File: config.mk
export PLATFORM = sky130hd
export DESIGN_NAME = pipeline_hazard_ctrl
export DESIGN_NICKNAME = d
export VERILOG_FILES = /design/src/rtl/pipeline_hazard_ctrl.sv
export SDC_FILE = /design/constraint.sdc
export NUM_CORES = 1
export LEC_CHECK = 0
export ABC_CLOCK_PERIOD_IN_PS = 3910
export CORE_ASPECT_RATIO = 1.4
export CORE_MARGIN = 2
export CORE_UTILIZATION = 41
export DETAILED_ROUTE_END_ITERATION = 8
export PLACE_DENSITY_LB_ADDON = 0.2
export SYNTH_ARGS = -nofsm -noshare
export SYNTH_HDL_FRONTEND = slang
export SYNTH_SLANG_ARGS = --single-unit
File: constraint.sdc
create_clock -name clk -period 3.91 [get_ports clk]
set_input_delay 0.782 -clock clk [delete_from_list [all_inputs] [get_ports clk]]
set_output_delay 0.782 -clock clk [all_outputs]
set_load 0.01 [all_outputs]
File: src/rtl/pipeline_hazard_ctrl.sv
// Hazard/sequencing controller for the 5-stage pipeline: stalls, flushes, memory-wait freeze, watchdog halt, forwarding.
// Optional performance counters are built when HAZARD_PERF_EN is defined.
module pipeline_hazard_ctrl #(
    parameter int MEM_TIMEOUT = 16,
    parameter int CNT_W       = 8
) (
    input  logic       clk,
    input  logic       reset,
    input  logic [4:0] id_rs1,
    input  logic [4:0] id_rs2,
    input  logic       id_use_rs1,
    input  logic       id_use_rs2,
    input  logic [4:0] ex_rs1,
    input  logic [4:0] ex_rs2,
    input  logic [4:0] ex_rd,
    input  logic       ex_EscReg,
    input  logic       ex_lw,
    input  logic       ex_branch_taken,
    input  logic [4:0] mem_rd,
    input  logic       mem_EscReg,
    input  logic       mem_req,
    input  logic       mem_ready,
    input  logic [4:0] wb_rd,
    input  logic       wb_EscReg,
    output logic       pc_we,
    output logic       if_id_we,
    output logic       id_ex_we,
    output logic       ex_mem_we,
    output logic       if_id_flush,
    output logic       id_ex_flush,
    output logic       mem_wb_bubble,
    output logic [1:0] fwd_a,
    output logic [1:0] fwd_b,
    output logic       halted,
    output logic [1:0] state
`ifdef HAZARD_PERF_EN
    ,
    output logic [31:0] perf_stall_cycles,
    output logic [31:0] perf_flushes,
    output logic [31:0] perf_lu_stalls
`endif
);

    typedef enum logic [1:0] {
        ST_RUN      = 2'b00,
        ST_MEM_WAIT = 2'b01,
        ST_HALT     = 2'b10
    } state_t;

    localparam logic [CNT_W-1:0] CNT_ZERO = {CNT_W{1'b0}};
    localparam logic [CNT_W-1:0] CNT_ONE  = {{(CNT_W-1){1'b0}}, 1'b1};
    localparam logic [CNT_W-1:0] CNT_MAX  = {CNT_W{1'b1}};
    localparam logic [CNT_W-1:0] CNT_TO   = CNT_W'(MEM_TIMEOUT);

    state_t           state_r, state_nxt_s;
    logic [CNT_W-1:0] cnt_r, cnt_nxt_s, cnt_inc_s;
    logic             lu_s, run_act_s, branch_evt_s, lu_evt_s;

    // Forwarding: the younger producer (EX_MEM) wins over MEM_WB; x0 is never forwarded.
    function automatic logic [1:0] fwd_sel(input logic [4:0] rs,
                                           input logic m_we, input logic [4:0] m_rd,
                                           input logic w_we, input logic [4:0] w_rd);
        logic [1:0] sel;
        if (m_we && (m_rd != 5'd0) && (m_rd == rs)) begin
            sel = 2'b10;
        end else if (w_we && (w_rd != 5'd0) && (w_rd == rs)) begin
            sel = 2'b01;
        end else begin
            sel = 2'b00;
        end
        return sel;
    endfunction

    assign fwd_a = reset ? fwd_sel(ex_rs1, mem_EscReg, mem_rd, wb_EscReg, wb_rd) : 2'b00;
    assign fwd_b = reset ? fwd_sel(ex_rs2, mem_EscReg, mem_rd, wb_EscReg, wb_rd) : 2'b00;

    assign lu_s = ex_lw && ex_EscReg && (ex_rd != 5'd0) &&
                  ((id_use_rs1 && (id_rs1 == ex_rd)) || (id_use_rs2 && (id_rs2 == ex_rd)));

    assign cnt_inc_s = (cnt_r != CNT_MAX) ? (cnt_r + CNT_ONE) : CNT_MAX;
    assign state     = state_r;

    // Next-state, wait counter and pipeline control outputs.
    always_comb begin
        state_nxt_s   = state_r;
        cnt_nxt_s     = cnt_r;
        run_act_s     = 1'b0;
        branch_evt_s  = 1'b0;
        lu_evt_s      = 1'b0;
        pc_we         = 1'b0;
        if_id_we      = 1'b0;
        id_ex_we      = 1'b0;
        ex_mem_we     = 1'b0;
        if_id_flush   = 1'b0;
        id_ex_flush   = 1'b0;
        mem_wb_bubble = 1'b1;
        halted        = 1'b0;

        case (state_r)
            ST_RUN: begin
                if (mem_req && !mem_ready) begin
                    cnt_nxt_s   = CNT_ONE;
                    state_nxt_s = (MEM_TIMEOUT == 1) ? ST_HALT : ST_MEM_WAIT;
                end else begin
                    run_act_s = 1'b1;
                end
            end
            ST_MEM_WAIT: begin
                if (mem_ready) begin
                    run_act_s   = 1'b1;
                    state_nxt_s = ST_RUN;
                    cnt_nxt_s   = CNT_ZERO;
                end else begin
                    cnt_nxt_s = cnt_inc_s;
                    if (cnt_inc_s == CNT_TO) begin
                        state_nxt_s = ST_HALT;
                    end else begin
                        state_nxt_s = ST_MEM_WAIT;
                    end
                end
            end
            ST_HALT: begin
                halted = 1'b1;
            end
            default: begin
                state_nxt_s = ST_RUN;
                cnt_nxt_s   = CNT_ZERO;
            end
        endcase

        // A taken branch overrides a simultaneous load-use match.
        if (run_act_s) begin
            mem_wb_bubble = 1'b0;
            if (ex_branch_taken) begin
                {pc_we, if_id_we, id_ex_we, ex_mem_we} = 4'b1111;
                if_id_flush  = 1'b1;
                id_ex_flush  = 1'b1;
                branch_evt_s = 1'b1;
            end else if (lu_s) begin
                {pc_we, if_id_we, id_ex_we, ex_mem_we} = 4'b0011;
                id_ex_flush = 1'b1;
                lu_evt_s    = 1'b1;
            end else begin
                {pc_we, if_id_we, id_ex_we, ex_mem_we} = 4'b1111;
            end
        end else begin
            mem_wb_bubble = 1'b1;
        end

        if (!reset) begin
            {pc_we, if_id_we, id_ex_we, ex_mem_we} = 4'b0000;
            if_id_flush   = 1'b1;
            id_ex_flush   = 1'b1;
            mem_wb_bubble = 1'b1;
            halted        = 1'b0;
            branch_evt_s  = 1'b0;
            lu_evt_s      = 1'b0;
        end else begin
            halted = (state_r == ST_HALT);
        end
    end

    // State and wait-counter registers.
    always_ff @(posedge clk or negedge reset) begin
        if (!reset) begin
            state_r <= ST_RUN;
            cnt_r   <= CNT_ZERO;
        end else begin
            state_r <= state_nxt_s;
            cnt_r   <= cnt_nxt_s;
        end
    end

`ifdef HAZARD_PERF_EN
    // Saturating event counters.
    always_ff @(posedge clk or negedge reset) begin
        if (!reset) begin
            perf_stall_cycles <= 32'd0;
            perf_flushes      <= 32'd0;
            perf_lu_stalls    <= 32'd0;
        end else begin
            if (!pc_we && (perf_stall_cycles != 32'hFFFF_FFFF)) begin
                perf_stall_cycles <= perf_stall_cycles + 32'd1;
            end else begin
                perf_stall_cycles <= perf_stall_cycles;
            end
            if (branch_evt_s && (perf_flushes != 32'hFFFF_FFFF)) begin
                perf_flushes <= perf_flushes + 32'd1;
            end else begin
                perf_flushes <= perf_flushes;
            end
            if (lu_evt_s && (perf_lu_stalls != 32'hFFFF_FFFF)) begin
                perf_lu_stalls <= perf_lu_stalls + 32'd1;
            end else begin
                perf_lu_stalls <= perf_lu_stalls;
            end
        end
    end
`endif

endmodule
==> flow_summary.rst, run 1 <==
.. list-table::
   :header-rows: 1

   * - Metric
     - Value
   * - Drt via density
     - 5.509
   * - Cell accounting for the most synthesized area
     - dfrtp_1
   * - Final cycle utilization of the critical path
     - 0.9390
   * - Max frequency
     - 272.4 MHz
   * - Initial antenna violation count
     - 0
   * - Unrepaired setup endpoints after global routing
     - false
   * - Worst hold path type
     - flip-flop to flip-flop
   * - Seq cells post-synth
     - 10
   * - Total power
     - 307.0 uW
   * - Data required, critical path
     - 3130 ps
   * - Clk Tree Root Cell
     - clkbuf_4
   * - Average wire per standard cell
     - 13.84 um
   * - Total wirelength of the detailed-routed design
     - 3073 um
   * - Placer's final routability congestion estimate
     - 0.8115
   * - Startpoint of the tightest hold check path
     - cnt_r[6]
   * - First-pass GRT wire length
     - 4878 um
   * - Start of the worst register-to-register path
     - cnt_r[0]
   * - Worst r2r path cells
     - 5
   * - Worst clock skew
     - 0.5082 ps
   * - Average cell area after synthesis
     - 8.210 um2
   * - Sinks on the clock net
     - 10
   * - Endpoint, Worst Hold
     - cnt_r[6]
   * - Yosys Warn Count
     - 0
   * - Slowest stage delay, CP
     - 570 ps
   * - Slew margin rel.
     - 0.6353
   * - Critical Path Sink Type
     - primary output
   * - Chip Height
     - 64.37 um
   * - Cts-stage hold buffer count
     - 0
   * - Sequence of cells on the critical path
     - clkdlybuf4s50_1 > or4_1 > o21ai_2 > nor4_1 > nor4_2 > clkdlybuf4s50_1
   * - I/O pin count
     - 60
   * - Top-area cell type share of the netlist area
     - 0.2345
   * - Number of max-slew violations in the final report
     - 0
   * - Clock transition at the registers of the reported paths
     - 70 ps
   * - Final Net Count
     - 236
   * - Post-layout worst setup margin
     - 238.5 ps
   * - 1st-iter DRT viols
     - 31
   * - Min Hold Slack
     - 554.3 ps
   * - Number of buffers added by the clock tree synthesis step
     - 3
   * - Pin count of the biggest net entering global routing
     - 18
   * - RR Endpoint
     - state[1]
   * - Overflow left after global routing
     - 0
   * - Result of the run
     - finished, final reports clean
   * - Setup repair bufs after CTS
     - 0
   * - Cell depth of the worst min-delay path
     - 2
   * - Initial core utilization
     - 0.4368
   * - Worst setup path category
     - input pin to primary output
   * - Via count of the first global-routing pass
     - 1191
   * - HPWL after detailed placement
     - 2595 um
   * - Die area
     - 3033 um2
   * - Post-synth net total
     - 177
   * - Number of cells after detailed placement
     - 218
   * - Post-synth design cell area
     - 1067 um2
   * - CP max-delay cell
     - clkdlybuf4s50_1
   * - Startpoint types
     - input pin
   * - Final Setup Violations
     - 0
   * - Number of placement rows
     - 21
   * - TritonCTS clock tree
     - done
   * - Remaining DRCs
     - 0
   * - Hold Fails Final Rpt
     - 0
   * - Transition time of the tightest slew-check pin
     - 547.1 ps
   * - Peak supply drop
     - 0.1345 mV
   * - Count of max-cap constraint violations
     - 0
   * - Number of vias after detailed routing
     - 1223
   * - Antenna cells
     - 0
   * - Post-detailed-route count of antenna-violating nets
     - 0
   * - WP data arrival
     - 2890 ps
   * - Setup TNS
     - 0 ps
   * - 1st-pass router iterations
     - 4
   * - CTS H-tree lvls
     - 1
   * - Number of distinct library cells after synthesis
     - 38
   * - PwrDens
     - 179.2 nW/um2
   * - Total routing resource utilization after global routing
     - 0.2213
   * - Part of the Yosys area used for sequential elements
     - 0.2345
   * - Final std cells w/o fill
     - 222
   * - Maximum root-to-sink buffer count
     - 2
   * - Dominant cells by area after synthesis
     - dfrtp_1 23%, xor2_1 18%, xnor2_1 8.2%
   * - Number of instances in the synthesized netlist
     - 130
   * - Cell repeated most along the worst path
     - clkdlybuf4s50_1
   * - Max Fanout on Critical Path
     - 3
   * - Share of cells above drive strength 1
     - 0.05851
   * - Placement Setup Slack
     - 226.2 ps
   * - Synth-to-layout area growth
     - 60.49%
   * - Core area
     - 2444 um2
   * - CTS resizes
     - 0
   * - Number of buffers inserted by port buffering
     - 59
   * - Min Clock Period, post-route
     - 3672 ps
   * - Clock network latency to the later pin of the worst-skew pair
     - 280 ps
   * - R2R setup slack
     - 2150 ps
   * - Leakage
     - 0.0006664 uW
   * - X dimension of the die
     - 47.12 um
==> cell usage after synthesis <==
master and count:
xor2_1 22, dfrtp_1 10, xnor2_1 10, o21ai_0 8, nor2_1 7, a21oi_1 6
nand2_1 6, nand3_1 6, inv_1 5, nor4_1 5, or4_1 5, and3_1 3
clkbuf_1 3, nand4_1 3, o211ai_1 3, a22o_1 2, a31oi_1 2, and2_2 2
buf_4 2, nor4_2 2, a32oi_1 1, a41oi_1 1, and2_0 1, and2_1 1
and4_1 1, buf_2 1, ha_1 1, nand3b_1 1, nor3_1 1, nor3b_1 1
o2111ai_1 1, o21a_1 1, o21ai_2 1, o311a_1 1, o31a_1 1, o32ai_1 1
or3_1 1, or3b_2 1
==> layout by cell type (no fill, tap or decap), types with 2 or more instances in the layout <==
cell type / synthesis / routed
clkdlybuf4s50_1: 0 / 59
xor2_1: 22 / 22
xnor2_1: 10 / 10
dfrtp_1: 10 / 10
o21ai_0: 8 / 8
nor2_1: 7 / 7
nand3_1: 6 / 6
nand2_1: 6 / 6
a21oi_1: 6 / 6
or4_1: 5 / 5
nor4_1: 5 / 5
inv_1: 5 / 5
o211ai_1: 3 / 3
and3_1: 3 / 3
nand4_1: 3 / 3
clkbuf_4: 0 / 3
nor4_2: 2 / 2
and2_2: 2 / 2
a31oi_1: 2 / 2
a22o_1: 2 / 2
==> worst max path at each step <==
stage,from,to,slack (ps)
2_1_floorplan,mem_rd[1],fwd_a[0],1250
3_3_place_gp,mem_rd[1],fwd_a[0],300
3_5_place_dp,mem_rd[1],fwd_b[0],230
4_1_cts,mem_rd[1],fwd_b[0],230
5_1_grt,ex_rd[3],if_id_we,150
6_report,mem_rd[1],fwd_b[0],240
==> through the flow <==
stage	instance area [um2]	utilization
after floorplan	1067	-
after global placement	1677	0.6861
after detailed placement	1677	0.6861
after CTS	1713	0.7010
after global routing	1713	0.7010
final	1713	0.7010
==> worst max-delay path, delay by kind of cell <==
kind / cells / cell delay (ps)
simple gates: 3 / 910
buf+inv: 2 / 1040
compound gates: 1 / 150
==> cell families (layout without fill, tap and decap cells) <==
logic type / count (synthesis) / after routing / synth area share
AND/OR/NAND/NOR: 47 / 47 / 0.2638
AO/OA/AOI/OAI: 29 / 29 / 0.1806
flip-flops: 10 / 10 / 0.2345
adder cells (fa/ha/maj): 1 / 1 / 0.01172
buffers and inverters: 11 / 69 / 0.04689
XOR/XNOR: 32 / 32 / 0.2626
==> where the power goes <==
part / total (uW) / switching (uW) / leakage (uW) / internal (uW)
sequential: 106 / 1.28 / 0.000130 / 104
clock: 99.5 / 42.7 / 0.0000210 / 56.7
combinational: 102 / 38.8 / 0.000516 / 63.1
==> flip-flops by register name (all words and copies together), names as in the netlist <==
name	flops
state	2
cnt_r	8
==> area by class of cell <==
type | instances | area [um2]
multi-input combinational | 109 | 767.0
fill | 194 | 730.7
timing repair buffer | 60 | 598.1
sequential | 10 | 250.2
tap | 34 | 42.54
clock buffer | 4 | 36.28
inverter | 5 | 18.77
==> metal layers <==
layer	share of wire	vias to the layer above	GRT usage	wire, um
met1	0.36	548	0.2045	1121
met2	0.52	66	0.4041	1584
met3	0.084	11	0.05085	259
met4	0.035	0	0.1285	107
met5	0	-	0	0
li1	-	598	-	-
No activity file was read; power rests on OpenSTA's default activity.
==> run 2, diff against run 1 <==
Settings changed: ABC_CLOCK_PERIOD_IN_PS 3910 to 3000, CORE_UTILIZATION 41 to 35, PLACE_DENSITY set to 0.86, PLACE_DENSITY_LB_ADDON 0.2 to unset, SETUP_SLACK_MARGIN set to 0.1.
Clock period 3.91 ns to 3 ns, I/O delays scaled along.
==> flow_summary.rst, run 2 (synthesis gave the netlist of run 1 again) <==
.. list-table::
   :header-rows: 1

   * - Metric
     - Value
   * - Result of the run
     - finished, final reports clean
   * - Critical Path Sink Type
     - primary output
   * - Core area
     - 2878 um2
   * - Data required, critical path
     - 2400 ps
   * - Antenna cells
     - 0
   * - Layout fillers
     - 234
   * - Startpoint types
     - input pin
   * - X dimension of the die
     - 50.67 um
   * - Remaining DRCs
     - 0
   * - Start of the worst register-to-register path
     - cnt_r[0]
   * - Final std cells w/o fill
     - 238
   * - Switching share of power
     - 0.2584
   * - Total wirelength of the detailed-routed design
     - 3667 um
   * - Via count of the first global-routing pass
     - 1372
   * - Share of cells above drive strength 1
     - 0.1542
   * - Number of placement rows
     - 23
   * - TritonCTS clock tree
     - done
   * - 1st-pass router iterations
     - 4
   * - Initial core utilization
     - 0.3709
   * - Clock transition at the registers of the reported paths
     - 50 ps
   * - Number of cells after detailed placement
     - 233
   * - HPWL after detailed placement
     - 3006 um
   * - Synth-to-layout area growth
     - 72.92%
   * - Sinks on the clock net
     - 10
   * - Min Clock Period, post-route
     - 2910 ps
   * - Hold Fails Final Rpt
     - 0
   * - Max Fanout on Critical Path
     - 2
   * - Transition time of the tightest slew-check pin
     - 606.2 ps
   * - Die area
     - 3513 um2
   * - Clock network latency to the later pin of the worst-skew pair
     - 250 ps
   * - Max frequency
     - 343.7 MHz
   * - 1st-iter DRT viols
     - 28
   * - Footprint of the flip-flops and latches
     - 250.2 um2
   * - Number of buffers inserted by port buffering
     - 59
   * - Number of buffers added by the clock tree synthesis step
     - 3
   * - PwrDens
     - 250.8 nW/um2
   * - Chip Height
     - 69.34 um
   * - Slew margin rel.
     - 0.5959
   * - Average wire per standard cell
     - 15.41 um
   * - Largest register by flop count
     - cnt_r
   * - Min Hold Slack
     - 557.8 ps
   * - Initial antenna violation count
     - 0
   * - CTS H-tree lvls
     - 1
   * - I/O pin count
     - 60
   * - Pin count of the biggest net entering global routing
     - 18
   * - Total routing resource utilization after global routing
     - 0.2181
   * - Footprint of the multi-input gates
     - 790.8 um2
   * - Maximum root-to-sink buffer count
     - 2
   * - Commonest non-fill, non-tap cells in the layout
     - 45 x clkdlybuf4s50_1, 22 x xor2_1, 13 x buf_4
   * - Startpoint of the tightest hold check path
     - cnt_r[6]
   * - First-pass GRT wire length
     - 5816 um
   * - Peak supply drop
     - 0.1684 mV
   * - Overflow left after global routing
     - 0
   * - Part of the total power dissipated in the clock network
     - 0.378
   * - Final Setup Violations
     - 0
   * - Leakage
     - 0.0007939 uW
   * - Final Net Count
     - 249
   * - Worst setup path category
     - input pin to primary output
   * - Placer's final routability congestion estimate
     - 0.8311
   * - Setup TNS
     - 0 ps
   * - Unrepaired setup endpoints after global routing
     - true
   * - WP data arrival
     - 2310 ps
   * - Number of vias after detailed routing
     - 1308
   * - Combinational group share of total power
     - 0.324
   * - Int Power
     - 343.2 uW
   * - Clk Tree Root Cell
     - clkbuf_8
   * - Drt via density
     - 5.496
   * - Worst clock skew
     - 3.195 ps
   * - Count of max-cap constraint violations
     - 0
   * - Switching pwr
     - 119.6 uW
   * - Post-detailed-route count of antenna-violating nets
     - 0
   * - Final cycle utilization of the critical path
     - 0.9700
   * - Critical path origin
     - mem_rd[1]
   * - Flip-flop count of the largest register, all copies and words added
     - 8
   * - Worst hold path type
     - flip-flop to flip-flop
   * - Most frequent standard cell in the layout excluding fill and tap cells
     - clkdlybuf4s50_1
   * - Number of max-slew violations in the final report
     - 0
   * - Reg power frac
     - 0.299
-- run 2: cell types whose count changed in the layout (fill, tap and decap cells not counted), sizes merged --
cell,delta
buf,+15
clkdlybuf4s50,-14
dlygate4sd2,+4
dlymetal6s2s,+4
clkbuf,+2
clkdlybuf4s15,+2
-- run 2: final timing paths --
kind / to / slack [ps] / cells after the start
min: cnt_r[6] / 560 / 2
max reg2reg: state[0] / 1260 / 5
min in group asynchronous: cnt_r[3] / 740 / 2
max in group asynchronous: cnt_r[2] / 2080 / 2
min reg2reg: cnt_r[6] / 560 / 2
max: fwd_a[1] / 90 / 6
-- run 2: power groups by stage --
stage,combinational [uW],sequential [uW],clock (uW)
2_1_floorplan,42.3,140,0
3_3_place_gp,143,140,0
3_5_place_dp,148,140,0
4_1_cts,150,138,176
5_1_grt,160,138,183
6_report,150,138,175
-- run 2: through the flow --
step | util | setup slack (ps) | area, um2 | total power (uW)
finish | 0.6413 | 90.13 | 1846 | 462.8
global route | 0.6413 | 62.29 | 1846 | 481.5
CTS | 0.6400 | 100.1 | 1842 | 465.0
detailed placement | 0.6152 | -307.4 | 1770 | 287.9
global placement | 0.6152 | -208.9 | 1770 | 283.4
floorplan | - | 699.2 | 1067 | 182.3
-- run 2: layout make-up --
class | instances | share of cell area
clock buffer | 4 | 0.02983
inverter | 5 | 0.01017
multi-input combinational | 109 | 0.4285
sequential | 10 | 0.1356
tap | 37 | 0.02508
timing repair buffer | 73 | 0.3708
-- run 2: worst max-delay path: stages --
cell and delay, ps:
clkdlybuf4s50_1 430, or4_4 560, o21ai_4 180, nor4_2 80, and2_2 190, dlygate4sd2_1 280
-- run 2: what timing repair did --
action,CTS,global route
setup endpoints to repair,7,5
buffers inserted,1,0
hold buffers,0,0
pin swaps,5,4
gates resized for setup,24,7
-- run 2: per-layer routing --
layer | part of all wire | routed length, um | up-vias | GRT usage
met5 | 0 | 0 | - | 0
met4 | 0.049 | 181 | 0 | 0.1411
met3 | 0.084 | 307 | 17 | 0.05172
met2 | 0.54 | 1990 | 87 | 0.4225
met1 | 0.32 | 1188 | 584 | 0.1860
li1 | - | - | 620 | -
